### src/rtl/kitchen_timer_ctrl.sv
// Kitchen countdown timer: BCD mm:ss setup in IDLE, 1 Hz countdown in RUN,
// pause/resume, and a self-expiring alarm that any control button acknowledges.
module kitchen_timer_ctrl #(
  parameter int ALARM_SECS = 10
) (
  input  logic       in_clk,
  input  logic       rst_n,
  input  logic       sec_tick,
  input  logic       btn_start,
  input  logic       btn_stop,
  input  logic       btn_clear,
  input  logic       btn_min_inc,
  input  logic       btn_sec_inc,
  output logic [3:0] min_tens,
  output logic [3:0] min_ones,
  output logic [3:0] sec_tens,
  output logic [3:0] sec_ones,
  output logic [1:0] state,
  output logic       alarm
);

  typedef enum logic [1:0] {
    S_IDLE  = 2'b00,
    S_RUN   = 2'b01,
    S_PAUSE = 2'b10,
    S_ALARM = 2'b11
  } state_e;

  typedef struct packed {
    logic [3:0] mt;
    logic [3:0] mo;
    logic [3:0] st;
    logic [3:0] so;
  } bcd_time_t;

  localparam logic [7:0] ALARM_LIM = 8'(ALARM_SECS);

  state_e     cur_q, nxt;
  bcd_time_t  tm_q, tm_d;
  logic [7:0] acnt_q, acnt_d;
  logic       tm_zero, tm_one;

  // Two-digit BCD increment; tens wrap back to 0 after tens_max with ones at 9,
  // so seconds wrap 59->00 and minutes 99->00 with no carry out.
  function automatic logic [7:0] bcd2_inc(input logic [7:0] v, input logic [3:0] tens_max);
    logic [7:0] r;
    r = v;
    if (v[3:0] == 4'd9) begin
      r[3:0] = 4'd0;
      r[7:4] = (v[7:4] == tens_max) ? 4'd0 : v[7:4] + 4'd1;
    end else begin
      r[3:0] = v[3:0] + 4'd1;
    end
    return r;
  endfunction

  // One-second decrement with borrow; saturates at 00:00 so digits stay legal.
  function automatic bcd_time_t tm_dec(input bcd_time_t t);
    bcd_time_t r;
    r = t;
    if (t == '0) begin
      r = '0;
    end else if (t.so != 4'd0) begin
      r.so = t.so - 4'd1;
    end else if (t.st != 4'd0) begin
      r.st = t.st - 4'd1;
      r.so = 4'd9;
    end else begin
      r.st = 4'd5;
      r.so = 4'd9;
      if (t.mo != 4'd0) begin
        r.mo = t.mo - 4'd1;
      end else begin
        r.mo = 4'd9;
        r.mt = t.mt - 4'd1;
      end
    end
    return r;
  endfunction

  assign tm_zero = (tm_q == '0);
  assign tm_one  = (tm_q == 16'h0001);

  always_comb begin
    nxt    = cur_q;
    tm_d   = tm_q;
    acnt_d = acnt_q;
    case (cur_q)
      S_IDLE: begin
        if (btn_clear) begin
          tm_d = '0;
        end else if (btn_stop) begin
          tm_d = tm_q;
        end else if (btn_start) begin
          if (!tm_zero) nxt = S_RUN;
        end else begin
          if (btn_sec_inc) {tm_d.st, tm_d.so} = bcd2_inc({tm_q.st, tm_q.so}, 4'd5);
          if (btn_min_inc) {tm_d.mt, tm_d.mo} = bcd2_inc({tm_q.mt, tm_q.mo}, 4'd9);
        end
      end
      S_RUN: begin
        if (btn_clear) begin
          nxt  = S_IDLE;
          tm_d = '0;
        end else if (btn_stop) begin
          nxt = S_PAUSE;
        end else if (sec_tick) begin
          tm_d = tm_dec(tm_q);
          if (tm_one) nxt = S_ALARM;
        end
      end
      S_PAUSE: begin
        if (btn_clear) begin
          nxt  = S_IDLE;
          tm_d = '0;
        end else if (btn_stop) begin
          nxt = S_PAUSE;
        end else if (btn_start) begin
          nxt = S_RUN;
        end
      end
      S_ALARM: begin
        if (btn_clear || btn_stop || btn_start) begin
          nxt  = S_IDLE;
          tm_d = '0;
        end else if (sec_tick) begin
          acnt_d = acnt_q + 8'd1;
          if (acnt_q + 8'd1 == ALARM_LIM) nxt = S_IDLE;
        end
      end
      default: nxt = S_IDLE;
    endcase
    // Fresh alarm duration on every entry.
    if (nxt == S_ALARM && cur_q != S_ALARM) acnt_d = '0;
  end

  always_ff @(posedge in_clk) begin
    if (!rst_n) begin
      cur_q  <= S_IDLE;
      tm_q   <= '0;
      acnt_q <= '0;
      alarm  <= 1'b0;
    end else begin
      cur_q  <= nxt;
      tm_q   <= tm_d;
      acnt_q <= acnt_d;
      alarm  <= (nxt == S_ALARM);
    end
  end

  assign state    = cur_q;
  assign min_tens = tm_q.mt;
  assign min_ones = tm_q.mo;
  assign sec_tens = tm_q.st;
  assign sec_ones = tm_q.so;

endmodule

### config.mk
export PLATFORM = sky130hd
export DESIGN_NAME = kitchen_timer_ctrl
export DESIGN_NICKNAME = d
export VERILOG_FILES = /design/src/rtl/kitchen_timer_ctrl.sv
export SDC_FILE = /design/constraint.sdc
export NUM_CORES = 1
export LEC_CHECK = 0
export ABC_AREA = 1
export ABC_CLOCK_PERIOD_IN_PS = 1950
export CAP_MARGIN = 10
export CORE_UTILIZATION = 55
export DETAILED_ROUTE_END_ITERATION = 12
export GPL_TIMING_DRIVEN = 1
export PLACE_DENSITY = 0.8
export SYNTH_ARGS = -nofsm -noshare
export SYNTH_HDL_FRONTEND = slang
export SYNTH_SLANG_ARGS = --single-unit
### constraint.sdc
create_clock -name in_clk -period 1.95 [get_ports in_clk]
set_input_delay 0.39 -clock in_clk [delete_from_list [all_inputs] [get_ports in_clk]]
set_output_delay 0.39 -clock in_clk [all_outputs]
set_load 0.02 [all_outputs]
==> results.md <==
- Status: finished, final reports clean
- WP buf/inv: 1
- Yosys reg bits: 27
- Worst r2r path cells: 9
- WL final: 4670 um
- Proportion of layout cells with a drive suffix above 1: 13.3%
- Vias post-DR: 2,125
- Hold slack: 0.531 ns
- Max Slew Vio Count: 0
- Diodes inserted: 0
- Total power: 1.31 mW
- Slew @ Worst Pin: 0.398 ns
- Die area: 0.00373 mm2
- Die W: 61.1 um
- Pre-CTS WS: -0.103 ns
- DR iter-0 viols: 137
- Mean post-synth cell area: 6.05 um2
- Number of cells on the critical path: 1
- Hold path cells: 2
- CTS H-tree depth: 1
- Synth top cells by count: nand2_1, nor2_1, inv_1
- GP Congestion: 0.908
- Most frequent cell after synthesis: nand2_1
- Drt first pass iters: 4
- Clock buffer count from CTS: 3
- Post-route ant nets: 0
- Ports: 27
- Critical Path Slowest Stage Cell: clkdlybuf4s50_1
- Fin crit share: 96.3%
- Post-synthesis instance total: 317
- Finish-stage setup viols: 0
- Clock skew: 0.00471 ns
- Final Critical Period: 1.88 ns
- Max cap viols: 0
- Worst Path Max Fanout: 8
- First-pass GRT wire length: 7380 um
- Crit-path cells: clkdlybuf4s50_1
- Crit path max-delay family: buffers and inverters
- Initial antenna violation count: 0
- Layout net count: 375
- Final Non-Filler Cells: 406
- Residual DRC: 0
- Layout Area Growth over Synthesis: 24.1%
- Gr ovfl total: 0
- Routed vias/inst: 5.23
- Yosys top cell area share: 28.2%
- Placement Rows: 21
- Post-CTS Resized: 0
- Critical path type: reg -> out
- Post-Syn Area: 0.00192 mm2
- Synth warn: 0
- Initial Utilization: 57.5%
- Lkg Pwr: 1.07 nW
- Clock transition at the registers of the reported paths: 0.15 ns
- Inst Count DP: 402
- Count of cell types in the netlist: 26
- Synth Net Count: 331
- Seq/Total Area, Yosys: 28.2%
- CP arrival: 1.49 ns
- Routed length per instance: 11.5 um
- Vias in the first global route: 1,809
- Hold_buf cts: 0
- FFs w/ async S/R, synth: 0%
- CP Capture Type: output port
- GRT Total Usage: 26.0%
- Port buffer count: 26
- Clock latency at the later pin of the worst-skew pair: 0.32 ns
- Unrepaired setup endpoints after global routing: false
- Final Worst Setup Slack: 0.0717 ns
- Ranking of synthesized cells by area: dfxtp_1, nand2_1, nor2_1, inv_1, nand3_1
- Worst EP required: 1.56 ns
- Core ar.: 0.00334 mm2
- Top_reg_cell synth: dfxtp_1
- Pwr dens: 551 mW/mm2
- CP max stage delay: 0.66 ns
- CTS Root Cell: clkbuf_4
- FMAX: 532 MHz
- Post-CTS Setup Inserts: 0
- Peak VDD IR: 331 uV
- Clock buffer depth: 2
- EDFF count, synth: 0
- Post-layout util: 71.4%
- Num Clock Sinks: 27
- Endpoints failing hold: 0
- Die Ht: 61.1 um
- Yosys top cell by area: dfxtp_1
- Startpoint type of the worst setup path: register
- Max_slew headroom: 73.4%
- Dpl hpwl: 3710 um
- Hold crit path type: reg -> reg
- Largest net degree at the start of global routing: 16
- CTS tree: yes
-- final timing paths --
check | startpoint | end | slack (ns)
setup / recovery | sec_tens[2]$_SDFFE_PN0P_ | sec_tens[2] | 0.07
hold / removal | sec_ones[0]$_SDFFE_PN0P_ | sec_ones[0]$_SDFFE_PN0P_ | 0.53
setup reg to reg | min_tens[0]$_SDFFE_PN0P_ | sec_tens[1]$_SDFFE_PN0P_ | 0.20
hold reg to reg | sec_ones[0]$_SDFFE_PN0P_ | sec_ones[0]$_SDFFE_PN0P_ | 0.53
-- state kept, by name (all words and copies together) (netlist names) --
| register | flops |
|---|---|
| min_tens | 4 |
| min_ones | 4 |
| sec_ones | 4 |
| sec_tens | 4 |
| state | 2 |
| acnt_q | 8 |
| alarm | 1 |
-- layout make-up --
type	count	area (um2)
multi-input combinational	238	1180
fill	317	955
sequential	27	541
timing repair buffer	41	385
inverter	50	188
tap	46	57.6
clock buffer	4	26.3
-- cells in the final DEF (no fill, tap or decap) --
cell             instances
o41ai_1                  1
nand4_1                  4
o22ai_1                  3
ha_1                     6
clkdlybuf4s50_1         26
nor2_1                  54
nand3_2                  2
buf_12                   1
buf_4                   14
clkbuf_4                 3
a21oi_1                 21
o21ai_2                  1
nand2_2                 10
xor2_1                   3
o21ai_1                  3
nor2_4                   3
nor2_2                   3
inv_1                   40
a31oi_1                  2
xnor2_1                  3
nand3_1                 25
nand2_4                  1
dfxtp_1                 27
inv_2                   10
o21ai_0                 19
clkbuf_1                 1
a41oi_1                  1
nor3_1                   9
nand2_1                 64
-- worst register-to-register path, delay by kind of cell (launching register included) --
| kind | cells | cell delay (ns) |
|---|---|---|
| adders and majority gates | 1 | 0.18 |
| and+or+nand+nor | 6 | 0.79 |
| DFF | 1 | 0.38 |
| buffers and inverters | 1 | 0.15 |
| AOI/OAI and AO/OA | 1 | 0.15 |
-- kinds of logic (layout without fill, tap and decap cells) --
kind of cell               after synthesis  count (layout)  synth area share [%]
adders and majority gates                6               6                  3.91
and+or+nand+nor                        175             175                  40.7
DFF                                     27              27                  28.2
xor gates and xnor gates                 6               6                  2.74
buffers and inverters                   52              95                  10.2
AOI/OAI and AO/OA                       51              51                  14.2
-- report_power, final --
group          switching, mW  internal [mW]
clock network          0.173         0.0801
registers             0.0395          0.581
logic                  0.265          0.174
total                  0.477          0.835
-- stage by stage --
step / area, um2 / setup TNS (ns)
2_1_floorplan: 1920 / 0
3_3_place_gp: 2350 / -0.0475
3_5_place_dp: 2350 / -0.633
4_1_cts: 2380 / 0
5_1_grt: 2380 / 0
6_report: 2380 / 0
-- layer usage --
metal,wire length [um],vias to the layer above,GRT usage [%]
met1,2010,960,30.1
met2,2470,57,50.6
li1,-,1106,-
met3,169,2,2.31
met5,0,-,0
met4,15,0,7.14
Note: power is estimated with default switching activity, not from simulation.
